File: config.mk
export PLATFORM = sky130hd
export DESIGN_NAME = fetch_stage
export DESIGN_NICKNAME = d
export VERILOG_FILES = /design/src/rtl/fetch_stage.sv
export SDC_FILE = /design/constraint.sdc
export NUM_CORES = 1
export LEC_CHECK = 0
export ABC_AREA = 1
export BUFFER_PORTS_ARGS = -buffer_cell sky130_fd_sc_hd__buf_2
export CORE_AREA = 2 2 151 153
export CTS_CLUSTER_DIAMETER = 60
export CTS_CLUSTER_SIZE = 40
export DETAILED_ROUTE_END_ITERATION = 8
export DIE_AREA = 0 0 153 155
export HOLD_SLACK_MARGIN = 0.02
export PLACE_DENSITY = 0.57
export SLEW_MARGIN = 15
export SYNTH_ARGS = -nofsm -noshare
export SYNTH_HDL_FRONTEND = slang
export SYNTH_SLANG_ARGS = --single-unit
export TNS_END_PERCENT = 50
File: constraint.sdc
create_clock -name clk -period 1.3 [get_ports clk]
set_input_delay 0.195 -clock clk [delete_from_list [all_inputs] [get_ports clk]]
set_output_delay 0.195 -clock clk [all_outputs]
set_load 0.1 [all_outputs]
File: src/rtl/fetch_stage.sv
// Instruction fetch stage: PC register, instruction-memory address drive and the IF/ID pipeline register.
// The priority order is Redirect, then Flush, then Stall, then normal advance. FetchCount counts valid instructions.
module fetch_stage #(
  parameter logic [31:0] RESET_PC = 32'h00400000,
  parameter logic [31:0] NOP      = 32'h00000000
) (
  input  logic        clk,
  input  logic        reset,
  input  logic        Stall,
  input  logic        Flush,
  input  logic        Redirect,
  input  logic [31:0] RedirectPC,
  output logic [31:0] IMemAddress,
  input  logic [31:0] IMemInstruction,
  output logic [31:0] IF_ID_Instruction,
  output logic [31:0] IF_ID_PCPlus4,
  output logic        IF_ID_Valid,
  output logic [31:0] FetchCount
);

  logic [31:0] pc_q, pc_d;
  logic [31:0] instr_q, instr_d;
  logic [31:0] pcplus4_q, pcplus4_d;
  logic        valid_q, valid_d;
  logic [31:0] count_q, count_d;
  logic [31:0] pc_plus4;

  assign pc_plus4 = pc_q + 32'd4;

  always_comb begin
    pc_d      = pc_q;
    instr_d   = instr_q;
    pcplus4_d = pcplus4_q;
    valid_d   = valid_q;
    count_d   = count_q;
    if (Redirect) begin
      pc_d      = {RedirectPC[31:2], 2'b00};
      instr_d   = NOP;
      pcplus4_d = 32'd0;
      valid_d   = 1'b0;
    end else if (Flush) begin
      // The fetched word is dropped, but the PC still moves past it.
      pc_d      = pc_plus4;
      instr_d   = NOP;
      pcplus4_d = 32'd0;
      valid_d   = 1'b0;
    end else if (!Stall) begin
      pc_d      = pc_plus4;
      instr_d   = IMemInstruction;
      pcplus4_d = pc_plus4;
      valid_d   = 1'b1;
      count_d   = count_q + 32'd1;
    end
  end

  always_ff @(posedge clk or negedge reset) begin
    if (!reset) begin
      pc_q      <= RESET_PC;
      instr_q   <= NOP;
      pcplus4_q <= 32'd0;
      valid_q   <= 1'b0;
      count_q   <= 32'd0;
    end else begin
      pc_q      <= pc_d;
      instr_q   <= instr_d;
      pcplus4_q <= pcplus4_d;
      valid_q   <= valid_d;
      count_q   <= count_d;
    end
  end

  // IMemAddress is taken directly from a register, so control inputs have no combinational path to it.
  assign IMemAddress       = pc_q;
  assign IF_ID_Instruction = instr_q;
  assign IF_ID_PCPlus4     = pcplus4_q;
  assign IF_ID_Valid       = valid_q;
  assign FetchCount        = count_q;

endmodule

==> results.cfg, run 1 <==
[status]
status = finished with violations
violations = setup timing

[synthesis]
netlist_instances = 831
syn_area_sq_mm = 0.00654
ys_ff_latch = 126
netlist_top_cells_count = 310 x nand2_1, 125 x dfrtp_1, 115 x nor2_1, 54 x inv_1, 39 x a22o_1
synthArstFlopShare_pct = 100
netlist_top_cells_area = dfrtp_1 48%, nand2_1 18%, nor2_1 6.6%
avgSynthCellArea_sq_um = 7.87
yosys_warnings = 0
synthDistinctLibCells = 36
synth_most_common_cell = nand2_1
synth_top_cell_area_share_pct = 47.8
seq_area_frac_synth_pct = 48.2
synth_top_area_cell = dfrtp_1
synth_edf_count = 0
synthFlopType = dfrtp_1

[critical_path]
r2r-end = IMemAddress[10]
path_depth = 8
path_delay_family = flip-flops
path_cells = ha_4, nand2_4, nor2_4, nand2_8, buf_4, xor2_4, nand2_1, a22oi_1
crit_path_max_fanout = 8
critPathArrivalTime_ns = 1.97
required_ns = 1.63
crit_start = IMemAddress[3]
crit_path_end_kind = register
crit_type = register to register
r2r_cells = 8
startpoint_type = register
slowest_stage = dfrtp_4
crit_end = IMemAddress[10]
cpPeakStageDelay_ns = 0.45
r2r-start = IMemAddress[3]
regToRegSetupSlack_ns = -0.34
cp_num_buf_inv = 1

[clock_network]
cts.sinks = 126
path_clk_slew_ns = 0.06
cts_tree = built
cts-root-buf = clkbuf_16
h-tree-depth = 4
clk_path_buf_depth = 2
cts_buffers = 17
clkLatencyLatePin_ns = 0.42

[layout]
nNetsFinal = 1316
fin_cells = 1546
fill_cells = 1780
drive_gt1_share_pct = 53.1
final_cell_area_sq_mm = 0.0130
syn_to_final_growth_pct = 98.7

[timing]
setup_ws_ns = -0.335
slew_violations = 0
worst_slew_pin_slew_ns = 0.588
max_freq_mhz = 612
finalClockSkew_ns = 0.00819
period_needed_ns = 1.64
slew_headroom_pct = 60.8
period_share_pct = 126
setup_violations = 133
rsz0062_at_grt = yes
totalNegativeSetupSlack_ns = -17.06
hold_viol_final = 0

[placed_design]
dpl.cell_count = 1402
pre_cts_ws_ns = -0.243
dp_hpwl_mm = 16.0
postPlaceCellArea_sq_mm = 0.0104
place_congestion = 0.869
io_buffers = 193

[min_path]
min_path_type = input port to register
min_path_cells = 3

[power_and_ir_drop]
p_leak_nw = 6.22
peakVddDrop_uv = 829
power_mw = 15.8
power.density_mw_per_mm2 = 1220

[drt]
drc = 0
drt_iter0_markers = 383
firstDrtPassIters = 7
ant_nets = 0
wire_per_inst_microns = 15.5
wl_mm = 24.0
vias = 7254
vias_per_cell = 4.69

[die]
dieArea_sq_mm = 0.0237
initial_core_util_pct = 29.4
ios = 198
row_count = 55
die_w_microns = 153
core_area_sq_mm = 0.0222
die_y_microns = 155

[job]
cap_violations = 0

[global_routing]
grt_use_total_pct = 19.6
grt_pass1_vias = 7399
grt_overflow = 0
grt_max_degree = 51
antenna_found_initial = 3
grt_pass1_wl_mm = 37.3
[per-stage QoR]
step                      hold WS (ns)  utilization, %
after floorplan                 -0.101               -
after global placement          0.0650            46.8
after detailed placement        0.0612            46.8
after CTS                       0.0362            55.2
after global routing            0.0540            58.5
final                           0.0543            58.5
[state kept, by name (all words and copies together) (netlist names)]
register and cells:
IMemAddress 30, IF_ID_Valid 1, IF_ID_Instruction 32, IF_ID_PCPlus4 31
FetchCount 32
[final cells by class]
type | count | area [sq um] | share of cell area [%]
Inverter | 57 | 223 | 1.71
Sequential cell | 126 | 3370 | 25.9
Multi-Input combinational cell | 620 | 3790 | 29.2
Clock buffer | 19 | 453 | 3.49
Timing Repair Buffer | 423 | 4660 | 35.9
Antenna cell | 3 | 7.51 | 0.0578
Tap cell | 285 | 357 | 2.74
Clock inverter | 13 | 139 | 1.07
[repair_timing]
action                     4_1_cts  5_1_grt
gates resized for setup        159      155
buffers inserted                56       22
pin swaps                       19       56
setup endpoints to repair      169      165
hold endpoints to repair       157        0
hold buffers                    33        0
[worst min-delay path by stage]
stage | start | end | slack (ns)
final | RedirectPC[3] | IMemAddress[3] | 0.05
after global routing | RedirectPC[3] | IMemAddress[3] | 0.05
after CTS | RedirectPC[3] | IMemAddress[3] | 0.04
after detailed placement | reset | FetchCount[9] | 0.06
after global placement | reset | FetchCount[11] | 0.06
after floorplan | reset | FetchCount[29] | -0.10
[layout by cell type (no fill, tap or decap), drive strengths merged]
| master | n |
|---|---|
| a21oi | 27 |
| a22o | 39 |
| a22oi | 3 |
| a31oi | 1 |
| buf | 390 |
| bufinv | 2 |
| clkbuf | 19 |
| clkinv | 5 |
| clkinvlp | 5 |
| conb | 2 |
| dfrtp | 125 |
| dfstp | 1 |
| diode | 3 |
| dlygate4sd3 | 33 |
| ha | 2 |
| inv | 58 |
| nand2 | 318 |
| nand3 | 41 |
| nand3b | 7 |
| nand4 | 3 |
| nor2 | 132 |
| nor4 | 2 |
| o21ai | 14 |
| o21bai | 2 |
| xnor2 | 14 |
| xor2 | 13 |
[where the power goes]
part / internal, mW / leakage, nW / switching [mW]
clock network: 2.93 / 0.278 / 1.93
registers: 4.34 / 1.57 / 0.384
logic: 2.53 / 4.37 / 3.71
[worst reg2reg max path, cell delays in order (launching register included)]
cell and delay, ns:
dfrtp_4 0.45, ha_4 0.16, nand2_4 0.05, nor2_4 0.18
nand2_8 0.12, buf_4 0.18, xor2_4 0.16, nand2_1 0.08
a22oi_1 0.17
[routing by layer]
| layer | routed length, microns | vias to the layer above | GRT usage (%) | part of all wire [%] |
|---|---|---|---|---|
| li1 | - | 3472 | - | - |
| met1 | 9880 | 3498 | 24.0 | 41 |
| met2 | 12200 | 238 | 33.0 | 51 |
| met3 | 1330 | 46 | 5.01 | 5.5 |
| met4 | 656 | 0 | 8.38 | 2.7 |
| met5 | 0 | - | 0 | 0 |
[cell families (layout without fill, tap and decap cells)]
kind of cell               Yosys count  after routing  share of synthesized area [%]
AOI/OAI and AO/OA                   86             86                           9.03
adders and majority gates            2              2                          0.383
other                                1              5                         0.0574
and+or+nand+nor                    503            503                           32.5
xor gates and xnor gates            27             27                           3.73
DFF                                126            126                           48.2
buffers and inverters               86            512                           6.03
(Power assumes the default switching activity.)
==> run 2: changes to the inputs <==
--- a/config.mk
+++ b/config.mk
@@ -7,13 +7,14 @@
 export LEC_CHECK = 0
 export ABC_AREA = 1
 export BUFFER_PORTS_ARGS = -buffer_cell sky130_fd_sc_hd__buf_2
-export CORE_AREA = 2 2 151 153
+export CORE_AREA = 4 4 153 155
 export CTS_CLUSTER_DIAMETER = 60
 export CTS_CLUSTER_SIZE = 40
 export DETAILED_ROUTE_END_ITERATION = 8
-export DIE_AREA = 0 0 153 155
+export DIE_AREA = 0 0 157 159
 export HOLD_SLACK_MARGIN = 0.02
 export PLACE_DENSITY = 0.57
+export RECOVER_POWER = 100
 export SLEW_MARGIN = 15
 export SYNTH_ARGS = -nofsm -noshare
 export SYNTH_HDL_FRONTEND = slang
==> run 2 against run 1 <==
The flow still finishes with violations (setup timing). Combinational power decreased by 2%. Setup slack improved by 0.092 ns. Critical path depth decreased by 1. Utilization increased by 2.3 points. Flip-flop and latch count unchanged. First-iteration DRC count decreased by 21%. Worst hold slack got worse by 0.016 ns. Via count decreased by 0.18%. Routed wire length increased by 2.6%. Clock skew increased by 0.0029 ns.
==> results.cfg, run 2 (synthesized netlist as in run 1, its figures left out) <==
[global_routing]
grt_pass1_wl_mm = 37.6
grt_pass1_vias = 7393
grt_use_met2_pct = 31.3
grt_max_degree = 76
top_usage_layer = met2
use_met1_pct = 24.2
grt_overflow = 0
antenna_found_initial = 2
gr-usage-met3_pct = 3.91
grt_use_total_pct = 18.7

[drt]
wire_per_inst_microns = 15.8
firstDrtPassIters = 4
drt_iter0_markers = 302
drc = 0
vias_per_cell = 4.65
vias = 7241
ant_nets = 0
wl_mm = 24.6

[timing]
period_needed_ns = 1.54
totalNegativeSetupSlack_ns = -16.34
slew_violations = 0
setup_violations = 138
setup_ws_ns = -0.244
period_share_pct = 119
finalClockSkew_ns = 0.0111
rsz0062_at_grt = yes
max_freq_mhz = 648
whs_ns = 0.0384
worst_slew_pin_slew_ns = 0.725
hold_viol_final = 0
slew_headroom_pct = 51.7

[layout]
antenna_cells = 0
drive_gt1_share_pct = 55.2
final_cell_area_sq_mm = 0.0133
nNetsFinal = 1336
layout_commonest_cell = nand2_1
fin_cells = 1558
final_cell_mix = 232 x nand2_1, 164 x buf_4, 95 x buf_12
syn_to_final_growth_pct = 103

[critical_path]
required_ns = 1.62
crit_type = register to register
startpoint_type = register
critPathArrivalTime_ns = 1.86
crit_path_max_fanout = 8
crit_path_end_kind = register

[placed_design]
place_congestion = 0.867
postPlaceCellArea_sq_mm = 0.0105
io_buffers = 193
dpl.cell_count = 1407
dp_hpwl_mm = 16.1

[status]
status = finished with violations
violations = setup timing

[power_and_ir_drop]
p_leak_nw = 6.42
p_int_mw = 9.83
peakVddDrop_uv = 788
p_clk_share_pct = 32.2
power_frac_seq_pct = 29.7
switching_share_pct = 38.5
p_switching_mw = 6.16
power_frac_comb_pct = 38.1
power.density_mw_per_mm2 = 1210

[clock_network]
cts.sinks = 126
cts-root-buf = clkbuf_16
cts_tree = built
clk_path_buf_depth = 2
cts_buffers = 17
clkLatencyLatePin_ns = 0.43
path_clk_slew_ns = 0.06
h-tree-depth = 4

[die]
die_y_microns = 159
ios = 198
initial_core_util_pct = 30.0
core_area_sq_mm = 0.0218
dieArea_sq_mm = 0.0250
die_w_microns = 157
row_count = 54

[job]
cap_violations = 0

[min_path]
min_path_type = input port to register
run 2: changes by cell type in the layout (fill, tap and decap cells not counted), moves of 6 or more:
cell,before,now
buf_4,130,164
buf_6,100,82
nand2_1,249,232
nand2_2,47,55
nand2_4,21,27
nor2_2,31,24
nor2_4,38,46
run 2: power by group through the flow:
stage / Clock [mW] / Sequential, mW / Combinational, mW
after detailed placement: 0 / 4.78 / 5.22
after global routing: 5.42 / 4.79 / 6.35
final: 5.15 / 4.75 / 6.09
after floorplan: 0 / 6.88 / 0.853
after global placement: 0 / 4.77 / 5.19
after CTS: 5.22 / 4.72 / 5.88
run 2: repair_timing:
item / in CTS / in global routing
resized for setup: 174 / 167
pin swaps: 37 / 93
hold buffers: 33 / 0
setup endpoints to repair: 171 / 165
buffers inserted: 64 / 25
hold endpoints to repair: 157 / 0
cloned: 0 / 0
run 2: area by class of cell:
cell class                      count  area [sq um]
Clock inverter                     15           199
Clock buffer                       17           425
Timing Repair Buffer              443          4730
Sequential cell                   126          3370
Inverter                           57           226
Tap cell                          280           350
Multi-Input combinational cell    620          3950
Fill cell                        1704          8570
run 2: stage by stage:
stage               power, mW  utilization, %  setup WS, ns
global route             16.6            60.7        -0.347
detailed placement       9.99            48.0        -0.214
floorplan                7.73               -        -0.357
global placement         9.96            48.0        -0.190
CTS                      15.8            57.3        -0.241
finish                   16.0            60.7        -0.244
run 2: worst max-delay path, cell delays in order (launching register included):
cell	delay (ns)
dfrtp_4	0.44
ha_4	0.15
nand2_4	0.05
nor2_4	0.16
nand2_8	0.11
buf_4	0.18
xor2_4	0.15
a22o_1	0.18
run 2: final timing paths:
path / cells after the start / slack [ns] / startpoint / end
worst max register to register: 7 / -0.24 / IMemAddress[3] / IF_ID_PCPlus4[10]
worst max-delay path: 7 / -0.24 / IMemAddress[3] / IF_ID_PCPlus4[10]
max in group asynchronous: 3 / 0.14 / reset / FetchCount[5]
worst min register to register: 2 / 0.50 / IF_ID_PCPlus4[3] / IF_ID_PCPlus4[3]
min in group asynchronous: 2 / 0.14 / reset / IF_ID_PCPlus4[26]
worst min-delay path: 3 / 0.04 / RedirectPC[3] / IMemAddress[3]
run 2: metal layers:
metal	vias up	part of all wire (%)
li1	3516	-
met1	3468	41
met2	201	51
met3	52	5.5
met4	4	2.2
met5	-	0.097
